[config.mk]
export PLATFORM = sky130hd
export DESIGN_NAME = capture_ctrl
export DESIGN_NICKNAME = d
export VERILOG_FILES = /design/src/rtl/capture_ctrl.sv
export SDC_FILE = /design/constraint.sdc
export NUM_CORES = 1
export LEC_CHECK = 0
export ABC_AREA = 1
export CAP_MARGIN = 20
export CORE_MARGIN = 2
export CORE_UTILIZATION = 30
export CTS_BUF_LIST = sky130_fd_sc_hd__clkbuf_16
export DETAILED_ROUTE_END_ITERATION = 6
export PLACE_DENSITY = 0.52
export SLEW_MARGIN = 40
export SYNTH_ARGS = -nofsm -noshare
export SYNTH_HDL_FRONTEND = slang
export SYNTH_SLANG_ARGS = --single-unit
[constraint.sdc]
create_clock -name clk -period 2.3 [get_ports clk]
set_input_delay 0.345 -clock clk [delete_from_list [all_inputs] [get_ports clk]]
set_output_delay 0.345 -clock clk [all_outputs]
set_load 0.01 [all_outputs]
[src/rtl/capture_ctrl.sv]
// Capture RAM write controller: fills a circular pre-trigger buffer, arms, then
// records a programmable number of post-trigger samples and freezes the RAM.
module capture_ctrl #(
    parameter int unsigned ENTRIES = 384,
    parameter int unsigned AW      = 9
) (
    input  logic          clk,
    input  logic          rst_n,
    input  logic          run,
    input  logic          wrt_smpl,
    input  logic          triggered,
    input  logic [AW-1:0] trig_pos,
    input  logic          clr_done,
    output logic          we,
    output logic [AW-1:0] waddr,
    output logic          armed,
    output logic          capture_done,
    output logic [AW-1:0] trig_addr
);

    typedef enum logic [2:0] {IDLE, PRE, ARMED, POST, DONE} state_t;

    localparam logic [AW-1:0] LAST = AW'(ENTRIES - 1);

    state_t        state, state_nxt;
    logic [AW-1:0] waddr_nxt, waddr_inc;
    logic [AW-1:0] cnt, cnt_nxt;
    logic [AW-1:0] p_eff, p_eff_nxt;
    logic [AW-1:0] arm_at;
    logic [AW-1:0] trig_addr_nxt;
    logic          armed_nxt, done_nxt;
    logic          active;

    always_ff @(posedge clk or negedge rst_n) begin
        if (!rst_n) begin
            state        <= IDLE;
            waddr        <= '0;
            cnt          <= '0;
            p_eff        <= '0;
            trig_addr    <= '0;
            armed        <= 1'b0;
            capture_done <= 1'b0;
        end else begin
            state        <= state_nxt;
            waddr        <= waddr_nxt;
            cnt          <= cnt_nxt;
            p_eff        <= p_eff_nxt;
            trig_addr    <= trig_addr_nxt;
            armed        <= armed_nxt;
            capture_done <= done_nxt;
        end
    end

    always_comb begin
        active        = (state == PRE) || (state == ARMED) || (state == POST);
        we            = active && run && wrt_smpl;
        waddr_inc     = (waddr == LAST) ? '0 : waddr + 1'b1;
        arm_at        = LAST - p_eff;
        state_nxt     = state;
        waddr_nxt     = we ? waddr_inc : waddr;
        cnt_nxt       = cnt;
        p_eff_nxt     = p_eff;
        trig_addr_nxt = trig_addr;
        armed_nxt     = armed;
        done_nxt      = capture_done;

        if (active && !run) begin
            state_nxt = IDLE;
            armed_nxt = 1'b0;
        end else begin
            case (state)
                IDLE: begin
                    if (run && !capture_done) begin
                        waddr_nxt = '0;
                        cnt_nxt   = '0;
                        p_eff_nxt = (trig_pos > LAST) ? LAST : trig_pos;
                        state_nxt = PRE;
                    end
                end
                PRE: begin
                    // Arm when this write brings the count to ENTRIES-P; the count
                    // is not bumped on that write so it cannot overflow AW bits.
                    if (we) begin
                        if (cnt == arm_at) begin
                            armed_nxt = 1'b1;
                            state_nxt = ARMED;
                        end else begin
                            cnt_nxt = cnt + 1'b1;
                        end
                    end
                end
                ARMED: begin
                    if (triggered) begin
                        trig_addr_nxt = waddr;
                        cnt_nxt       = '0;
                        if (p_eff == '0) begin
                            state_nxt = DONE;
                            armed_nxt = 1'b0;
                            done_nxt  = 1'b1;
                        end else begin
                            state_nxt = POST;
                        end
                    end
                end
                POST: begin
                    if (we) begin
                        cnt_nxt = cnt + 1'b1;
                        if (cnt_nxt == p_eff) begin
                            state_nxt = DONE;
                            armed_nxt = 1'b0;
                            done_nxt  = 1'b1;
                        end
                    end
                end
                DONE: begin
                    if (clr_done) begin
                        done_nxt  = 1'b0;
                        state_nxt = IDLE;
                    end
                end
                default: state_nxt = IDLE;
            endcase
        end
    end

endmodule

; After elaboration in Yosys (flattened, before gate mapping)
; Index checks and enable logic that the tools add are counted.
[word_totals]
wordCells = 90
ff_bits = 41
[classes]
eq_ne = 23
reduce_logical = 19
n_addsub = 3
n_lt_le_gt_ge = 1
n_mux = 36
bitwise_logic = 1
[op_table]
columns = op, n
row1 = 9-bit 2-to-1 mux, 11
row2 = 9-bit case mux with 4 select lines, 1
row3 = 7-bit AND reduction, 4
row4 = 3-bit 2-to-1 mux, 9
row5 = 9-bit by 1-bit adder with 9-bit output (second input constant), 2
row6 = 9-bit == test, 2
row7 = 3-bit case mux with 5 select lines, 1
row8 = 1-bit 2-to-1 mux, 12
row9 = 2-bit != test (second input constant), 6
row10 = 9-bit == test (second input constant), 1
row11 = 9-bit > comparator (second input constant), 1
row12 = 9-bit logical NOT, 1
row13 = 3-bit by 1-bit != test with 1-bit output (second input constant), 3
row14 = 3-bit by 2-bit != test with 1-bit output (second input constant), 3
row15 = 9-bit subtractor (first input constant), 1
row16 = 4-bit nonzero test, 2
row17 = 3-bit by 2-bit == test with 1-bit output (second input constant), 2
row18 = 3-bit != test (second input constant), 2
row19 = 1-bit case mux with 3 select lines, 2
row20 = 3-bit AND reduction, 2
row21 = 1-bit logical AND, 4
row22 = 2-bit by 1-bit != test with 1-bit output (second input constant), 2
row23 = 3-bit by 1-bit == test with 1-bit output (second input constant), 1
row24 = 3-bit == test (second input constant), 1
row25 = 5 further kinds, 7

; Logic depth before layout (Yosys ltp)
; Gate-level depths: netlist of the first run.
[depth]
word_depth = 9
mapped_depth = 13
depth_no_buf = 13

; Worst setup path after synthesis of the first run
; No wires, ideal clock.
[synth_timing]
path_kind = register -> register
from = register cnt[0]
to = register state[1]
synth_period_minus_slack_ns = 1.662
path_stages_with_launch = 11
arrival_ns = 1.545
setup_ns = 0.117
path_buffers = 0
setup_slack_ns = 0.638
cell_sequence = dfrtp_1 > ha_1 > xor2_1 > nor2_1 > nand3_1 > nor2_1 > nand4_1 > nand2_1 > nand3_1 > nand2_1 > nand2_1
[synth_between]
elab_chain_cells = 4
[synth_lines]
columns = element, line
row1 = start: declaration, 27  ; logic [AW-1:0] cnt, cnt_nxt;
row2 = start signal: assignment, 46  ; cnt <= cnt_nxt;
row3 = 9-bit by 1-bit adder with 9-bit output, 107  ; cnt_nxt = cnt + 1'b1;
row4 = 9-bit == test, 108  ; if (cnt_nxt == p_eff) begin
row5 = 3-bit by 1-bit != test with 1-bit output (no line), -
row6 = 7-bit AND reduction (no line) (*), -
row7 = end signal: assignment, 44  ; state <= state_nxt;
row8 = end: declaration, 25  ; state_t state, state_nxt;
; Every way passes the cells marked *; elsewhere a longest branch is shown, timed or not.
; A chain may end at the register's enable or synchronous reset.

; Final worst setup path of the first run
[layout_timing]
from = input port run
to = output port we
[layout_between]
elab_chain_cells = 2
[layout_lines]
columns = element, line
row1 = start: declaration, 9  ; input logic run,
row2 = 1-bit logical AND (2 in series), 56  ; we = active && run && wrt_smpl;
row3 = end: declaration, 14  ; output logic we,
; No other way between the ends.

==> flow_summary.json, run 1 <==
{
  "result_of_the_run": "complete, no violations",
  "clock.fmax_mhz": 478,
  "cts_tree": "built",
  "post_synth_main_area_contributors": "dfrtp_1 (42%), nand2_1 (15%), inv_1 (5.7%)",
  "cts.repair_timing.setup_buffer_count": 0,
  "nFillCells": 798,
  "design.final.nets": 391,
  "layout_commonest_cell": "nand2_1",
  "yosys_most_used_dff": "dfrtp_1",
  "pwr-share-seq_pct": 33.2,
  "dpl.hpwl_um": 4420,
  "layout.cells.most_common_list": "nand2_1 (100), dfrtp_1 (41), inv_1 (37)",
  "routed_wirelength_um": 5800,
  "ys_seq_elements": 41,
  "worst_setup_path_end_kind": "output port",
  "gr-total-overflow": 0,
  "timing.max_cap.violations": 0,
  "most_numerous_cell_on_the_critical_path": "clkdlybuf4s50_1",
  "cts_max_level": 2,
  "timing.rr.start": "cnt[3]$_DFFE_PN0P_",
  "clock_path_buffers": 2,
  "maximum_vdd_drop_mv": 0.327,
  "clk_root_buffer_cell": "clkbuf_16",
  "cts_resized": 0,
  "setup-tns-final_ns": 0,
  "groute.usage.overall_pct": 14.0,
  "final-hold-violation-count": 0,
  "worstPathCellList": "clkdlybuf4s50_1 -> nand2_1 -> nor3_4 -> clkdlybuf4s50_1",
  "tritoncts_num_sinks": 41,
  "dpl_cell_area_um2": 2920,
  "count_of_vias_placed_by_the_detailed_router": 2212,
  "drt.antenna.violating_nets": 0,
  "dr.first_iter.drc_count": 103,
  "crit_required_ns": 1.96,
  "grt_antenna_before_repair": 0,
  "tightestPinTransition_ns": 0.574,
  "first_global_vias": 2091,
  "p_clk_share_pct": 23.1,
  "final_period_minus_worst_setup_slack_ns": 2.09,
  "worstSetupPathType": "input pin to output port",
  "p_leak_nw": 1.42,
  "crit_fanout": 4,
  "synthesis.instances": 332,
  "yosysTopAreaCell": "dfrtp_1",
  "cpMaxStageDelayCell": "clkdlybuf4s50_1",
  "holdCritPathClass": "input pin to asynchronous set/reset pin",
  "synthesis.area_per_instance_um2": 7.35,
  "route.detailed.vias_per_inst": 4.64,
  "rsz0062_at_grt": "no",
  "slew_limit_fails": 0,
  "post_drt_wl_per_cell_um": 12.1,
  "cp_slowest_stage_delay_ns": 0.56,
  "first_pass_grt_wire_length_um": 9740,
  "largest_net_degree_at_the_start_of_global_routing": 42,
  "core_area_um2": 7810,
  "finalInstanceArea_um2": 3080,
  "synth-seq-area-share_pct": 42.1,
  "worstPathArrival_ns": 1.75,
  "post_synth_instance_area_um2": 2440,
  "timing.critical_path.from": "run",
  "cts.hold.buffers_added": 0,
  "final_min_period_over_clock_period_pct": 91.0,
  "final_util_pct": 39.5,
  "worst_slew_margin_rel_pct": 61.6,
  "start_util_pct": 31.3,
  "clk_pin_slew_ns": 0.06,
  "routabilityCongestion": 0.866,
  "finalClockSkew_ns": 0.00492,
  "insertion_delay_of_the_later_clocked_pin_in_the_worst_skew_pair_ns": 0.28,
  "floorplan.die.height_um": 94.2,
  "layout-area-overhead-vs-synth_pct": 26.4,
  "detailedRoute.firstPassIterationCount": 4,
  "floorplan.die_area_um2": 8870,
  "fraction_of_final_layout_cells_sized_beyond_drive_strength_1_pct": 8.80,
  "synth_enable_flop_cells": 0,
  "placement_rows": 32,
  "timing.final.setup_violations": 0,
  "route.detailed.drc": 0,
  "switch_pwr_mw": 1.40,
  "place.port_buffers": 35,
  "mappedNetlistNets": 349,
  "p_sw_share_pct": 40.8,
  "internal_power_mw": 2.03,
  "yosysTopAreaCellShare_pct": 42.1,
  "synth.distinct_cells": 33,
  "insertedDiodeCount": 0,
  "design.portCount": 36,
  "cellPowerDensity_nw_per_um2": 1110,
  "synth_async_sr_flop_share_pct": 100,
  "tritoncts.num_buffers": 5,
  "synth-warning-count": 0,
  "start_kind": "input pin",
  "die_width_um": 94.2,
  "p_comb_share_pct": 43.7
}
-- stage by stage --
stage               hold WS (ns)  setup slack, ns  instances  total power [mW]
finish                     0.129            0.208        477              3.42
global placement           0.459            0.230        469              2.65
floorplan                 0.0494            0.638        332              2.18
global route               0.184           0.0205        477              3.74
detailed placement         0.461            0.164        469              2.65
CTS                        0.160            0.177        477              3.47
-- power by group through the flow --
stage / Sequential [mW] / Clock, mW / Combinational, mW
after floorplan: 1.13 / 0 / 1.04
after CTS: 1.14 / 0.823 / 1.51
after detailed placement: 1.14 / 0 / 1.51
after global routing: 1.17 / 0.861 / 1.71
final: 1.14 / 0.793 / 1.50
after global placement: 1.15 / 0 / 1.50
-- layout make-up --
cell class	instances	area, um2	area share [%]
clock inverters	3	41.3	1.34
inverters	40	150	4.87
repair buffers	39	375	12.2
clock buffers	5	125	4.06
flip-flops and latches	41	1030	33.3
well taps	102	128	4.14
multi-input cells	247	1240	40.2
-- synthesized netlist by cell type, types with 2 or more instances --
library cell	n
nor4_1	2
o21ai_2	6
dfrtp_1	41
o21ai_1	3
nand2_1	100
xnor2_1	5
nor2_1	35
nor2_4	2
a21oi_1	9
o21ai_0	27
inv_2	3
ha_1	2
inv_1	37
nor2_2	2
nor3_1	6
nand2_2	2
nand4_1	6
nand3_1	21
xor2_1	9
-- worst max-delay path, delay by kind of cell --
family	cells	cell delay, ns
simple gates	2	0.31
buf+inv	2	1.09
-- layer usage --
layer / up-vias / share of wire [%] / track usage [%]
met5: - / 0 / 0
met4: 0 / 2.4 / 5.19
met3: 11 / 3.8 / 3.13
met2: 47 / 47 / 23.9
met1: 995 / 46 / 17.2
li1: 1159 / - / -
-- flip-flops by register name, summed over array words and instances, names as in the netlist --
signal,cells
state,3
cnt,9
capture_done,1
trig_addr,9
armed,1
p_eff,9
waddr,9
-- final timing paths --
check,end,slack [ns],cells past startpoint
setup / recovery,we,0.21,4
hold / removal,p_eff[1]$_DFFE_PN0P_,0.13,2
setup reg to reg,cnt[0]$_DFFE_PN0P_,0.32,12
hold reg to reg,armed$_DFFE_PN0P_,0.47,2
max in group asynchronous,cnt[4]$_DFFE_PN0P_,1.79,2
min in group clk,armed$_DFFE_PN0P_,0.47,2
-- cells by family (layout without fill, tap and decap cells) --
family | Yosys count | count (layout) | synth area share, %
xor gates and xnor gates | 14 | 14 | 5.03
and+or+nand+nor | 181 | 181 | 32.7
AOI/OAI and AO/OA | 50 | 50 | 12.1
adders and majority gates | 2 | 2 | 1.03
DFF | 41 | 41 | 42.1
buffers and inverters | 44 | 87 | 7.18
(Power assumes the default switching activity.)
==> run 2: changes to the inputs <==
Settings changed: SLEW_MARGIN 40 to 0.
==> results of run 2 <==
The final DEF is identical to that of run 1; final timing and power are the same.
